**src/rtl/sw_debounce_led_pkg.sv**
```systemverilog
// Shared constants and types for the two-switch debounce / LED toggle block.
package sw_debounce_led_pkg;

    localparam int unsigned DB_CYCLES_DEF  = 50000;
    localparam int unsigned RPT_DELAY_DEF  = 25000000;
    localparam int unsigned RPT_PERIOD_DEF = 5000000;

    localparam int unsigned CNT_W = 16;
    localparam int unsigned RPT_W = 32;

    // Level a raw active-low switch shows when nobody is pressing it.
    localparam logic RELEASED = 1'b1;

    typedef logic [CNT_W-1:0] cnt_t;
    typedef logic [RPT_W-1:0] rpt_t;

endpackage

```
**src/rtl/sw_debounce_ch.sv**
```systemverilog
// One switch channel: 2-flop synchronizer, debounce counter, registered press pulse.
// Optional auto-repeat is built only when SW_AUTOREPEAT_EN is defined.
module sw_debounce_ch
    import sw_debounce_led_pkg::*;
#(
    parameter int unsigned DB_CYCLES  = DB_CYCLES_DEF,
    parameter int unsigned RPT_DELAY  = RPT_DELAY_DEF,
    parameter int unsigned RPT_PERIOD = RPT_PERIOD_DEF
) (
    input  logic clk,
    input  logic rst,
    input  logic sw,
    output logic db,
    output logic press,
    output logic press_evt
);

    logic sync1;
    logic sync2;
    logic db_d;
    logic level;
    logic rise;
    cnt_t cnt;

    // NOTE: every flop here uses a synchronous reset and non-blocking assignments only.
    always_ff @(posedge clk) begin
        if (rst) begin
            sync1 <= RELEASED;
            sync2 <= RELEASED;
        end else begin
            sync1 <= sw;
            sync2 <= sync1;
        end
    end

    assign level = ~sync2;

    // Counter restarts on any sample matching db, so it can never exceed DB_CYCLES-1.
    always_ff @(posedge clk) begin
        if (rst) begin
            db  <= 1'b0;
            cnt <= '0;
        end else if (level == db) begin
            cnt <= '0;
        end else if (cnt == cnt_t'(DB_CYCLES - 1)) begin
            db  <= level;
            cnt <= '0;
        end else begin
            cnt <= cnt + cnt_t'(1);
        end
    end

    always_ff @(posedge clk) begin
        if (rst) begin
            db_d  <= 1'b0;
            press <= 1'b0;
        end else begin
            db_d  <= db;
            press <= press_evt;
        end
    end

    assign rise = db & ~db_d;

`ifdef SW_AUTOREPEAT_EN
    rpt_t rpt_cnt;
    logic rpt_hit;

    // rpt_cnt holds (cycles since press - 1); reload assumes RPT_PERIOD <= RPT_DELAY.
    assign rpt_hit = db && db_d && (rpt_cnt == rpt_t'(RPT_DELAY - 1));

    always_ff @(posedge clk) begin
        if (rst || !db) begin
            rpt_cnt <= '0;
        end else if (rise) begin
            rpt_cnt <= '0;
        end else if (rpt_hit) begin
            rpt_cnt <= rpt_t'(RPT_DELAY - RPT_PERIOD);
        end else begin
            rpt_cnt <= rpt_cnt + rpt_t'(1);
        end
    end

    assign press_evt = rise | rpt_hit;
`else
    logic unused_rpt_cfg;
    assign unused_rpt_cfg = ^{RPT_DELAY, RPT_PERIOD};
    assign press_evt      = rise;
`endif

endmodule

```
**src/rtl/sw_debounce_led.sv**
```systemverilog
// Two debounced push switches driving toggle LEDs and a both-pressed LED.
// Define SW_AUTOREPEAT_EN to enable auto-repeat press pulses while a switch is held.
module sw_debounce_led
    import sw_debounce_led_pkg::*;
#(
    parameter int unsigned DB_CYCLES  = DB_CYCLES_DEF,
    parameter int unsigned RPT_DELAY  = RPT_DELAY_DEF,
    parameter int unsigned RPT_PERIOD = RPT_PERIOD_DEF
) (
    input  logic CLK,
    input  logic RST,
    input  logic SW1,
    input  logic SW2,
    output logic PRESS1,
    output logic PRESS2,
    output logic LED0,
    output logic LED1,
    output logic LED2
);

    logic db1;
    logic db2;
    logic evt1;
    logic evt2;

    sw_debounce_ch #(
        .DB_CYCLES (DB_CYCLES),
        .RPT_DELAY (RPT_DELAY),
        .RPT_PERIOD(RPT_PERIOD)
    ) u_ch1 (
        .clk      (CLK),
        .rst      (RST),
        .sw       (SW1),
        .db       (db1),
        .press    (PRESS1),
        .press_evt(evt1)
    );

    sw_debounce_ch #(
        .DB_CYCLES (DB_CYCLES),
        .RPT_DELAY (RPT_DELAY),
        .RPT_PERIOD(RPT_PERIOD)
    ) u_ch2 (
        .clk      (CLK),
        .rst      (RST),
        .sw       (SW2),
        .db       (db2),
        .press    (PRESS2),
        .press_evt(evt2)
    );

    // Toggle on the same strobe that loads PRESSn so LED and pulse move together.
    always_ff @(posedge CLK) begin
        if (RST) begin
            LED0 <= 1'b0;
            LED1 <= 1'b0;
            LED2 <= 1'b0;
        end else begin
            LED0 <= LED0 ^ evt1;
            LED1 <= LED1 ^ evt2;
            LED2 <= db1 & db2;
        end
    end

endmodule

```
**config.mk**
```make
export PLATFORM = sky130hd
export DESIGN_NAME = sw_debounce_led
export DESIGN_NICKNAME = d
export VERILOG_FILES = /design/src/rtl/sw_debounce_led_pkg.sv /design/src/rtl/sw_debounce_ch.sv /design/src/rtl/sw_debounce_led.sv
export SDC_FILE = /design/constraint.sdc
export NUM_CORES = 1
export LEC_CHECK = 0
export CORE_MARGIN = 1
export CORE_UTILIZATION = 66
export DETAILED_ROUTE_END_ITERATION = 7
export DONT_BUFFER_PORTS = 1
export GPL_ROUTABILITY_DRIVEN = 0
export PLACE_DENSITY = 0.86
export SLEW_MARGIN = 20
export SYNTH_ARGS = -nofsm -noshare
export SYNTH_HDL_FRONTEND = slang
export SYNTH_HIERARCHICAL = 1
export SYNTH_SLANG_ARGS = --single-unit
```
**constraint.sdc**
```tcl
create_clock -name CLK -period 3.73 [get_ports CLK]
set_clock_uncertainty 0.2 [all_clocks]
set_input_delay 0.373 -clock CLK [delete_from_list [all_inputs] [get_ports CLK]]
set_output_delay 0.373 -clock CLK [all_outputs]
set_load 0.01 [all_outputs]
```
[After elaboration in Yosys (flattened, before gate mapping)]
Cells that the tools add are included.
Cells by class
  $add $sub $neg: 2
  multipliers: 0
  divide/modulo/power cells: 0
  magnitude comparators: 0
  eq/ne operators: 4
  shifts and indexed selects: 0
  multiplexer cells: 0
  bitwise logic cells: 11
  reduce and logical (&&, ||, !) cells: 4
Operators by type and width (count)
  adder 16 x 1 -> 16 bit, second input constant: 2
  equality test 16 bit, second input constant: 2
  inverter 1 bit: 6
  OR reduction 3 bit: 2
  AND reduction 2 bit: 2
  AND 1 bit: 3
  equality test 1 bit: 2
  XOR 1 bit: 2
Storage, ports and cells
  register bits after elaboration: 45
  latch bits: 0
  bits in writable memories: 0
  memory bits (read-only): 0
  input bits: 4
  output and inout port bits: 5
  word-level logic and storage cells: 36
  memories kept: 0

[Logic depth before layout (Yosys ltp)]
  depth in word-level cells: 4
  gate-level depth with buffers: 6
  gate-level depth less buffers: 5

[By module]
Netlist, hierarchy kept.
By module, submodules not included
  sw_debounce_ch (u_ch1): instances 1, cells each 93, area an instance 872.1 um^2, seq. area each 420.4 um^2
  sw_debounce_ch (u_ch2): instances 1, cells each 93, area an instance 860.8 um^2, seq. area each 420.4 um^2
  sw_debounce_led: instances 1, cells each 9, area an instance 92.6 um^2, seq. area each 60.1 um^2

[Least setup slack after synthesis]
OpenSTA, ideal clock, no wires.
  path kind: register -> register
  from: register u_ch2.cnt[12]
  to: register u_ch2.cnt[13]
  library setup time: 0.115 ns
  data arrival time: 1.679 ns
  data required time: 3.415 ns
  setup slack: 1.737 ns
  cell stages (with the launch flop): 6
  buffers on the path: 1
  period minus slack after synthesis: 1.993 ns
  path through: dfxtp_1 -> or4b_1 -> or4_4 -> nand2_2 -> buf_4 -> nor2_1
Between the ends
  word-level cells in the longest chain between the ends: 2
  elaborated cells between the ends (all ways): 3
  classes of those cells: add/sub: 1; eq/ne: 1; reduce/logical: 1
Ends and longest elaborated chain
  from (decl): line sw_debounce_ch.sv:23  | cnt_t cnt;
  from (signal assigned): line sw_debounce_ch.sv:49  | cnt <= cnt + cnt_t'(1);
  parallel branches: the longest is 2 deep, another holds adder 16 x 1 -> 16 bit
Several ways; the timed one is not identified.
A chain may end at the register's enable or synchronous reset.

[Final worst setup path]
  from: register u_ch2.cnt[0]
  to: register u_ch2.cnt[6]
Same word-level chain as after synthesis.

==> impl_metrics.ini <==
[status]
status = finished clean

[setup_path]
path_buf_inv = 0
cp.arrival_ps = 2180
critPathRequiredTime_ps = 3790
slowest_delay_ps = 580
endpoint_kind = flip-flop
start_kind = flip-flop
critPathMaxFanout = 14
cp_slowest_cell = or4_4
crit_chain = ha_1 -> nand3_1 -> or4_4 -> nand2_2 -> nor2_1
cp_top_family = simple AND/OR/NAND/NOR gates
critical_path_class = flip-flop to flip-flop

[layout]
drive_gt1_share_pct = 8.33
final_nets = 209
area_growth_pct = 8.29
instances_no_fill = 234
layout_common_cells = dfxtp_1 (45), nor2_1 (38), xnor2_1 (28)
design_area_sq_um = 1980
reg.largest.list = u_ch1/cnt (16), u_ch2/cnt (16)
diodes = 0
fillers = 170
final_common_cell = dfxtp_1

[clocking]
htreeDepth = 2
cts_tree = done
cts_setup_buffers = 0
cts_num_sinks = 45
cts-root-buf = clkbuf_4
clkLatencyLatePin_ps = 370
clockBufferDepth = 2
clk_pin_slew_ps = 120
numCtsBuffers = 5

[power]
p_per_area_nw_per_um2 = 435
ir_drop_mv = 0.441
power.leakage_nw = 0.598

[global_route]
grt_usage_pct = 26.2
grt_max_degree = 16
antenna_found_initial = 0
grt_remaining_overflow = 0
grt_pass1_wl_um = 5300
grt_pass1_vias = 1273

[logic_synthesis]
synth_top_family_by_area = simple AND/OR/NAND/NOR gates
synth_seq_area_share_pct = 49.3
syn_area_per_cell_sq_um = 9.36
yosys.area_share.simple_pct = 30.4
syn_area_sq_um = 1830
synthAdderAreaFrac_pct = 1.37
yosysWarnings = 6
synth_compound_area_share_pct = 0.480
synthXorXnorAreaFrac_pct = 15.4
synth.distinct_cells = 25
synthMuxAreaShare_pct = 0.548
ys_ff_latch = 45
synthCells = 195
synth_fp_nets = 201

[timing]
hold_slack_ps = 45.5
period_share_pct = 56.8
rsz0062_at_grt = no
maxSlewViolCount = 0
final-setup-viol-count = 0
slew_headroom_pct = 65.0
period_minus_slack_ps = 2120
max_freq_ghz = 0.472
hold_violations = 0
worstMarginPinSlew_ps = 524
tns_ps = 0
setup_ws_ps = 1610

[placed_design]
dp.cells = 223
io_buffers = 0
dp_slack_ps = 1650
hpwl_um = 2190
place_area_sq_um = 1840

[die]
die_y_um = 54.6
rows = 18
dieArea_sq_um = 2980
ioPinCount = 9
design.core.area_sq_um = 2540
start_util_pct = 71.7
fp.dieW_um = 54.6

[run]
drv_cap = 0

[route]
wl_per_cell_um = 14.2
num_vias = 1372
vias_per_cell = 5.86
drt_iter0_drc = 32
drc = 0
dr.pass1.iters = 4
drt-total-wl_um = 3330
drtAntennaViolNets = 0

[min_path]
min_path_type = primary input to flip-flop
-- synth_stat cells (all sizes together) --
cell type	instances	area, sq um
nor2b	6	37.5
or4b	3	30.0
xnor2	28	245
mux2i	1	10.0
ha	2	25.0
nand4b	1	8.76
dfxtp	45	901
nor3	10	50.1
buf	2	18.8
nand4	6	37.5
and3	2	12.5
nor2	38	143
inv	7	26.3
or4	2	22.5
nand2	10	47.6
nand4bb	2	22.5
nand3	10	50.1
nor4	10	62.6
or2	5	31.3
xor2	4	35.0
a21oi	1	8.76
-- cell type report --
cell class                 instances  area (sq um)  area share [%]
sequential                        45           901            45.6
tap                               30          37.5            1.90
timing repair buffer               3          30.0            1.52
multi-input combinational        141           880            44.5
clock inverter                     3          65.1            3.29
clock buffer                       5          37.5            1.90
inverter                           7          26.3            1.33
-- through the flow --
stage	util, %	power, mW
2_1_floorplan	-	0.501
3_3_place_gp	72.5	0.501
3_5_place_dp	72.5	0.502
4_1_cts	77.7	0.863
5_1_grt	77.7	0.879
6_report	77.7	0.859
-- kinds of logic (layout without fill, tap and decap cells) --
kind of cell / count (synthesis) / after routing
and+or+nand+nor: 105 / 105
xor gates and xnor gates: 32 / 32
muxes: 1 / 1
adders and majority gates: 2 / 2
AOI/OAI and AO/OA: 1 / 1
buffers and inverters: 9 / 18
DFF: 45 / 45
-- power breakdown --
group / total [mW] / switching, mW / internal [mW]
Combinational: 0.0110 / 0.00660 / 0.00443
Clock: 0.364 / 0.156 / 0.207
Sequential: 0.485 / 0.00139 / 0.483
Total: 0.859 / 0.164 / 0.695
-- path summary, 6_finish.rpt --
check	from	to	slack, ps	cells past startpoint
setup / recovery	u_ch2/cnt[0]	u_ch2/cnt[6]	1610	5
hold reg to reg	u_ch2/sync1	u_ch2/sync2	230	1
setup reg to reg	u_ch2/cnt[0]	u_ch2/cnt[6]	1610	5
hold / removal	RST	u_ch2/cnt[1]	50	2
-- what timing repair did --
action	4_1_cts	5_1_grt
resized for setup	0	0
hold endpoints to repair	15	0
hold buffers	3	0
-- routing by layer --
layer / vias up / part of all wire, % / global-route usage (%)
met1: 648 / 43 / 28.5
li1: 677 / - / -
met4: 0 / 3.0 / 18.8
met2: 35 / 50 / 44.2
met5: - / 0 / 0
met3: 12 / 3.4 / 5.83
Power figures use the tool's default switching activity.
